--- config.mk ---
export PLATFORM = sky130hd
export DESIGN_NAME = alu_serial_rx
export DESIGN_NICKNAME = d
export VERILOG_FILES = /design/src/rtl/alu_serial_rx.sv
export SDC_FILE = /design/constraint.sdc
export NUM_CORES = 1
export LEC_CHECK = 0
export CAP_MARGIN = 10
export CORE_MARGIN = 8
export CORE_UTILIZATION = 60
export CTS_CLUSTER_SIZE = 20
export DETAILED_ROUTE_END_ITERATION = 12
export DONT_BUFFER_PORTS = 1
export PLACE_DENSITY = 0.74
export SLEW_MARGIN = 20
export SYNTH_ARGS = -nofsm -noshare
export SYNTH_HDL_FRONTEND = slang
export SYNTH_SLANG_ARGS = --single-unit
--- constraint.sdc ---
create_clock -name clk -period 7.5 [get_ports clk]
set_input_delay 0.75 -clock clk [delete_from_list [all_inputs] [get_ports clk]]
set_output_delay 0.75 -clock clk [all_outputs]
set_load 0.1 [all_outputs]
--- src/rtl/alu_serial_rx.sv ---
// Serial frame receiver for the ALU input path: deserialises 11-bit packets into
// N_OPERANDS operands plus a command, checks framing/count/CRC-4/opcode, one-entry output.
module alu_serial_rx #(
  parameter int N_OPERANDS = 2,
  parameter int OP_BYTES   = 4
) (
  input  logic                                clk,
  input  logic                                rst_n,
  input  logic                                sin,
  output logic                                out_valid,
  input  logic                                out_ready,
  output logic [N_OPERANDS*OP_BYTES*8-1:0]    out_operands,
  output logic [2:0]                          out_op,
  output logic [2:0]                          out_err,
  output logic                                overrun
);

  localparam int NB = N_OPERANDS * OP_BYTES;
  localparam int DW = NB * 8;
  localparam int CW = $clog2(NB + 2);

  typedef enum logic [2:0] {S_IDLE, S_TYPE, S_PAYLOAD, S_STOP, S_WAIT_HIGH} state_t;

  state_t          r_state, w_state_nxt;
  logic            r_type_p0;
  logic [2:0]      r_bit_p0;
  logic [7:0]      r_shift_p0;
  logic [DW-1:0]   r_opsh_p0;
  logic [CW-1:0]   r_cnt_p0;
  logic [3:0]      r_crc_p0;
  logic            r_bad_p0;

  logic            r_vld_p1;
  logic [DW-1:0]   r_ops_p1;
  logic [2:0]      r_op_p1;
  logic [2:0]      r_err_p1;
  logic            r_ovr_p1;

  logic            w_frame_done;
  logic            w_crc_in;
  logic [CW-1:0]   w_cnt_nxt;
  logic            w_err_data;
  logic [2:0]      w_err;
  logic            w_load;

  // x^4+x+1, MSB first, direct form
  function automatic logic [3:0] crc4_step(input logic [3:0] c, input logic b);
    logic fb;
    fb = c[3] ^ b;
    return {c[2], c[1], c[0] ^ fb, fb};
  endfunction

  function automatic logic [2:0] err_encode(input logic data_err, input logic crc_err,
                                            input logic [2:0] op);
    logic op_err;
    op_err = !((op == 3'b000) || (op == 3'b001) || (op == 3'b100) || (op == 3'b101));
    if (data_err)     return 3'b100;
    else if (crc_err) return 3'b010;
    else if (op_err)  return 3'b001;
    else              return 3'b000;
  endfunction

  always_ff @(posedge clk or negedge rst_n) begin
    if (!rst_n) r_state <= S_IDLE;
    else        r_state <= w_state_nxt;
  end

  always_comb begin
    w_state_nxt = r_state;
    case (r_state)
      S_IDLE:      if (!sin) w_state_nxt = S_TYPE;
      S_TYPE:      w_state_nxt = S_PAYLOAD;
      S_PAYLOAD:   if (r_bit_p0 == 3'd7) w_state_nxt = S_STOP;
      S_STOP:      w_state_nxt = sin ? S_IDLE : S_WAIT_HIGH;
      S_WAIT_HIGH: if (sin) w_state_nxt = S_IDLE;
      default:     w_state_nxt = S_IDLE;
    endcase
  end

  // Command CRC coverage is the constant 1 followed by op: the leading payload 0 is replaced by 1
  assign w_crc_in     = (r_type_p0 && (r_bit_p0 == 3'd0)) ? 1'b1 : sin;
  assign w_frame_done = (r_state == S_STOP) && r_type_p0;
  assign w_cnt_nxt    = (r_cnt_p0 == CW'(NB + 1)) ? r_cnt_p0 : r_cnt_p0 + CW'(1);
  assign w_err_data   = r_bad_p0 || (r_cnt_p0 != CW'(NB)) || !sin;
  assign w_err        = err_encode(w_err_data, r_crc_p0 != r_shift_p0[3:0], r_shift_p0[6:4]);
  assign w_load       = w_frame_done && (!r_vld_p1 || out_ready);

  // p0: packet reception, frame accounting and running CRC
  always_ff @(posedge clk or negedge rst_n) begin
    if (!rst_n) begin
      r_type_p0 <= 1'b0;
      r_bit_p0  <= '0;
      r_cnt_p0  <= '0;
      r_crc_p0  <= '0;
      r_bad_p0  <= 1'b0;
    end else begin
      case (r_state)
        S_TYPE: begin
          r_type_p0 <= sin;
          r_bit_p0  <= '0;
        end
        S_PAYLOAD: begin
          r_bit_p0 <= r_bit_p0 + 3'd1;
          if (!r_type_p0 || !r_bit_p0[2]) r_crc_p0 <= crc4_step(r_crc_p0, w_crc_in);
        end
        S_STOP: begin
          if (r_type_p0) begin
            r_cnt_p0 <= '0;
            r_crc_p0 <= '0;
            r_bad_p0 <= 1'b0;
          end else if (sin) begin
            r_cnt_p0 <= w_cnt_nxt;
            if (w_cnt_nxt > CW'(NB)) r_bad_p0 <= 1'b1;
          end else begin
            r_bad_p0 <= 1'b1;
          end
        end
        default: ;
      endcase
    end
  end

  always_ff @(posedge clk) begin
    if (r_state == S_PAYLOAD) r_shift_p0 <= {r_shift_p0[6:0], sin};
    if ((r_state == S_STOP) && !r_type_p0 && sin) r_opsh_p0 <= DW'({r_opsh_p0, r_shift_p0});
  end

  // p1: one-entry output register with valid/ready and overrun reporting
  always_ff @(posedge clk or negedge rst_n) begin
    if (!rst_n) begin
      r_vld_p1 <= 1'b0;
      r_ops_p1 <= '0;
      r_op_p1  <= '0;
      r_err_p1 <= '0;
      r_ovr_p1 <= 1'b0;
    end else begin
      r_ovr_p1 <= w_frame_done && r_vld_p1 && !out_ready;
      if (w_load) begin
        r_vld_p1 <= 1'b1;
        r_ops_p1 <= r_opsh_p0;
        r_op_p1  <= r_shift_p0[6:4];
        r_err_p1 <= w_err;
      end else if (r_vld_p1 && out_ready) begin
        r_vld_p1 <= 1'b0;
      end
    end
  end

  assign out_valid    = r_vld_p1;
  assign out_operands = r_ops_p1;
  assign out_op       = r_op_p1;
  assign out_err      = r_err_p1;
  assign overrun      = r_ovr_p1;

endmodule
* Yosys cells after proc, flatten, opt, wreduce, memory -nomap -nowiden
Cells that the tools add are included.
** Word-level totals
- Flip-flop bits (word level) :: 160
- Output and inout bits :: 72
- Word-level logic and storage cells :: 87
** Cells by class
- Add/sub/neg operators :: 2
- Magnitude comparators :: 1
- Eq/ne operators :: 17
- Multiplexer cells :: 21
- Bitwise operators :: 2
- Reduce and logical (&&, ||, !) cells :: 31
** Operator list (count)
- 4-bit 2-to-1 mux :: 5
- 3-bit 2-to-1 mux :: 5
- 3-bit case mux with 5 select lines :: 1
- 3-bit == test, second input constant :: 4
- 2-bit inequality test, second input constant :: 5
- 3-bit logical NOT :: 3
- 1-bit logical AND :: 8
- 4-bit case mux with 2 select lines :: 1
- 2-bit nonzero test :: 4
- 1-bit logical OR :: 7
- 1-bit 2-to-1 mux :: 7
- 3-bit by 1-bit == test with 1-bit output, second input constant :: 2
- 3-bit by 2-bit == test with 1-bit output, second input constant :: 2
- 3-bit case mux with 2 select lines :: 1
- 3-bit AND reduction :: 2
- 1-bit logical NOT :: 5
- 4-bit by 1-bit adder with 4-bit output, second input constant :: 1
- 4-bit == test, second input constant :: 1
- 4-bit > comparator, second input constant :: 1
- 4-bit inequality test :: 1
- 4-bit inequality test, second input constant :: 1
- 2-bit AND reduction :: 2
- 3-bit by 1-bit adder with 3-bit output, second input constant :: 1
- 3-bit by 1-bit inequality test with 1-bit output, second input constant :: 1
- 2 further kinds :: 3

* Longest topological paths before layout
- Depth after elaboration :: 7
- Depth in mapped cells :: 7

* Worst setup path after synthesis
OpenSTA, ideal clock, no wires.
- Path kind :: input-to-reg
- Start point :: input sin
- End point :: register r_opsh_p0[0] (enable)
- Setup time :: 0.418 ns
- Arrival :: 2.356 ns
- Data required time :: 7.082 ns
- Slack :: 4.726 ns
- Stages :: 3
- Cells stage by stage :: clkbuf_1 -> nand2_1 -> inv_1
** Between the ends
- Word-level cells in the longest chain between the ends :: 1
** Ends and longest elaborated chain
- start: declaration :: RTL line 9 : input logic sin,
- 1-bit logical AND :: RTL line 125 : if ((r_state == S_STOP) && !r_type_p0 && sin) r_opsh_p0 <= DW'({r_opsh_p0, r_shift_p0});
- end signal: assignment :: RTL line 125
- end: declaration :: RTL line 28 : logic [DW-1:0] r_opsh_p0;
No other way between the ends.
A chain may end at the register's enable or synchronous reset.

* Final worst setup path
- Start point :: register r_vld_p1, in the netlist out_valid
- End point :: register r_err_p1[0], in the netlist out_err[0]
** Between the ends
- Word-level cells in the longest chain between the ends :: 3
** Ends and longest elaborated chain
- start: declaration :: RTL line 33 : logic r_vld_p1;
- start signal: assignment :: RTL line 131 : r_vld_p1 <= 1'b0;
- start signal: assignment :: RTL line 139 : r_vld_p1 <= 1'b1;
- start signal: assignment :: RTL line 144 : r_vld_p1 <= 1'b0;
- 1-bit logical NOT :: RTL line 86 : assign w_load = w_frame_done && (!r_vld_p1 || out_ready);
- 1-bit logical OR :: RTL line 86
- 1-bit logical AND :: RTL line 86
- end signal: assignment :: RTL line 142 : r_err_p1 <= w_err;
- end: declaration :: RTL line 36 : logic [2:0] r_err_p1;
No other way between the ends.

==> results.md <==
* Met2 Use GR at 0.243
* TritonCTS clock tree: done
* Diodes inserted at 0
* Area share of the largest cell type after synthesis at 0.361
* Worst EP arrival at 3.42 ns
* Hold Crit Class: in -> async
* WS Path Type: reg -> reg
* Worst setup startpoint: out_valid
* Top FF cell, synth: dfrtp_1
* Fillers at 661
* Global route hottest layer: met2
* Total core area at 9820 um^2
* Seq/Total Area, Yosys at 0.716
* Number of I/O pins at 76
* ANT nets after route at 0
* Congestion Overflow GR at 0
* Number of synthesized flops with an enable pin at 72
* # resized after CTS at 0
* Cell Area, Synth at 6090 um^2
* Distinct cells, synth at 42
* Vias/cell at 5.66
* Mapped Cells at 329
* Final Critical Period at 3.02 ns
* Number of global-route vias before repair at 2,895
* First drt pass iteration count at 4
* Htree depth at 4
* Post-CTS Hold Fix Bufs at 1
* RSZ-0062 raised after global routing: no
* CTS root buffer: clkbuf_8
* DP Wirelength at 6420 um
* Synth Register Bits at 160
* Critical Path RT at 7.90 ns
* Sink Count at 160
* Die area at 13,600 um^2
* R2R depth at 5
* Clock Tree Buf Depth at 2
* Reg clk slew, reported paths at 0.07 ns
* GRT Overall Usage at 0.161
* Initial DRC Count at 255
* Die Y at 117 um
* Mapped Nets at 339
* Max Cap Viol at 0
* Layout area overhead at 11.1%
* Die width at 117 um
* Multi-input gate area in the final layout at 1590 um^2
* FF-to-FF End: out_err[0]
* DRC viols at 0
* Crit end category: flip-flop
* Clock latency on the worst-skew pair at 0.52 ns
* Final setup fails at 0
* Worst Skew at 0.00883 ns
* CP Capture Point: out_err[0]
* DP Cell Count at 451
* Non-filler cells in the finished layout at 484
* Starting Density at 0.621
* Gpl congestion at 0.810
* Synth async-reset ratio at 0.550
* CTS buffer count at 17
* Antenna violations before repair at 0
* Reg2Reg Launch Point: out_valid
* Top post-synthesis cells by area: dfrtp_1 (36%), edfxtp_1 (35%), mux2_4 (16%), buf_6 (1.5%), ha_1 (1.2%)
* Status: finished, final reports clean
* Met3 usage in global routing at 0.0785
* Fin. Hold Viols at 0
* Synth warn at 0
* Startpoint type of the worst setup path: flip-flop
* Cell taking the most area after synthesis: dfrtp_1
* Post-synthesis area per instance at 18.5 um^2
* Worst Max-Slew Pin Slew at 0.968 ns
* Std cell rows at 36
* First-pass GRT wire length at 16,100 um
* Fmax at 0.331 GHz
* Setup slack, reg-to-reg at 4.48 ns
* Post-route setup TNS at 0 ns
* Critical path fanouts, max at 50
* Layout cell share with drive strength beyond 1 at 0.305
* Final slew viol count at 0
* Met1 usage at 0.192
* # port buffers at 0
* Wirelength per Cell at 21.3 um
* Setup bufs post-CTS at 0
* Rel. slew slack at 0.355
* Total routed wirelength at 10,300 um
* Reg area at 4360 um^2
* Nets at 348
* Final worst-path cycle share at 0.403
* Vias at 2,740
* Largest net degree at the start of global routing at 89
==> cells in the mapped netlist, types with 2 or more instances <==
| master | n |
|---|---|
| o21ai_0 | 4 |
| xnor2_1 | 2 |
| buf_2 | 3 |
| nor2_1 | 9 |
| mux2_2 | 3 |
| buf_6 | 8 |
| o31ai_1 | 2 |
| ha_1 | 6 |
| o21a_1 | 2 |
| a32o_1 | 2 |
| nand2_1 | 9 |
| mux2_4 | 66 |
| inv_1 | 6 |
| dfrtp_1 | 88 |
| a22o_1 | 8 |
| xor2_1 | 4 |
| a21oi_1 | 8 |
| edfxtp_1 | 72 |
| and3b_1 | 2 |
| or2_2 | 2 |
| nand4b_1 | 2 |
==> final cells by class <==
type / instances / share of cell area
sequential: 160 / 0.645
multi-input combinational: 150 / 0.235
clock buffer: 18 / 0.0617
clock inverter: 14 / 0.0246
tap: 133 / 0.0246
timing repair buffer: 3 / 0.00628
inverter: 6 / 0.00333
==> routing by layer <==
metal / up-vias / part of all wire
met1: 1407 / 0.42
met5: - / 0
met2: 88 / 0.47
met4: 0 / 0.022
met3: 17 / 0.089
li1: 1228 / -
==> logic make-up after synthesis <==
| family | count (synthesis) | synth area share |
|---|---|---|
| compound gates | 31 | 0.0357 |
| xor+xnor | 6 | 0.00862 |
| fa+ha+maj | 6 | 0.0123 |
| buf+inv | 19 | 0.0228 |
| flops | 160 | 0.716 |
| mux | 70 | 0.170 |
| simple gates | 37 | 0.0345 |
==> stage by stage <==
stage          area [um^2]  hold slack (ns)  utilization  setup WS, ns
2_1_floorplan         6090            0.400            -          4.73
3_3_place_gp          6160            0.411        0.627          4.52
6_report              6770            0.120        0.689          4.48
5_1_grt               6770            0.138        0.689          4.29
4_1_cts               6770            0.145        0.689          4.45
3_5_place_dp          6160            0.406        0.627          4.47
==> cells in the final DEF, fill, tap and decap left out, types with 2 or more instances in the layout <==
cell type,n
a22o_1,8
dfrtp_1,88
nand2_1,9
o31ai_1,2
buf_4,2
mux2_4,66
edfxtp_1,72
nand4b_1,2
bufinv_16,2
inv_1,5
xor2_1,4
a32o_1,2
inv_8,2
mux2_2,3
o21a_1,2
or2_2,2
o21ai_0,4
nor2_1,9
a21oi_1,8
ha_1,6
and3b_1,2
clkbuf_16,16
xnor2_1,2
inv_6,6
clkinv_4,2
==> state kept, by name (all words and copies together), names as in the netlist <==
| register | flops |
|---|---|
| out_err | 3 |
| r_state | 3 |
| r_opsh_p0 | 64 |
| r_type_p0 | 1 |
| r_shift_p0 | 8 |
| overrun | 1 |
| r_bit_p0 | 3 |
| out_valid | 1 |
| out_operands | 64 |
| out_op | 3 |
| r_cnt_p0 | 4 |
| r_crc_p0 | 4 |
| r_bad_p0 | 1 |
==> how the worst min path moves through the flow <==
stage	startpoint	to	cells after the start	slack (ns)
finish	rst_n	out_operands[51]	1	0.12
CTS	rst_n	out_operands[47]	1	0.14
floorplan	r_shift_p0[7]	r_opsh_p0[7]	0	0.40
global placement	r_shift_p0[7]	r_opsh_p0[7]	0	0.41
detailed placement	r_shift_p0[7]	r_opsh_p0[7]	0	0.41
global route	rst_n	out_operands[47]	1	0.14
==> worst max-delay path, stage by stage, from the launching register on <==
cell and delay (ns):
dfrtp_1 0.94, nand2b_1 0.27, nand3_4 0.44, buf_4 0.77, nor2_1 0.16, a32o_1 0.30
Power is left out: the tool's default activity adds up to more than one toggle a clock period on the data nets, which glitch-free logic cannot reach.
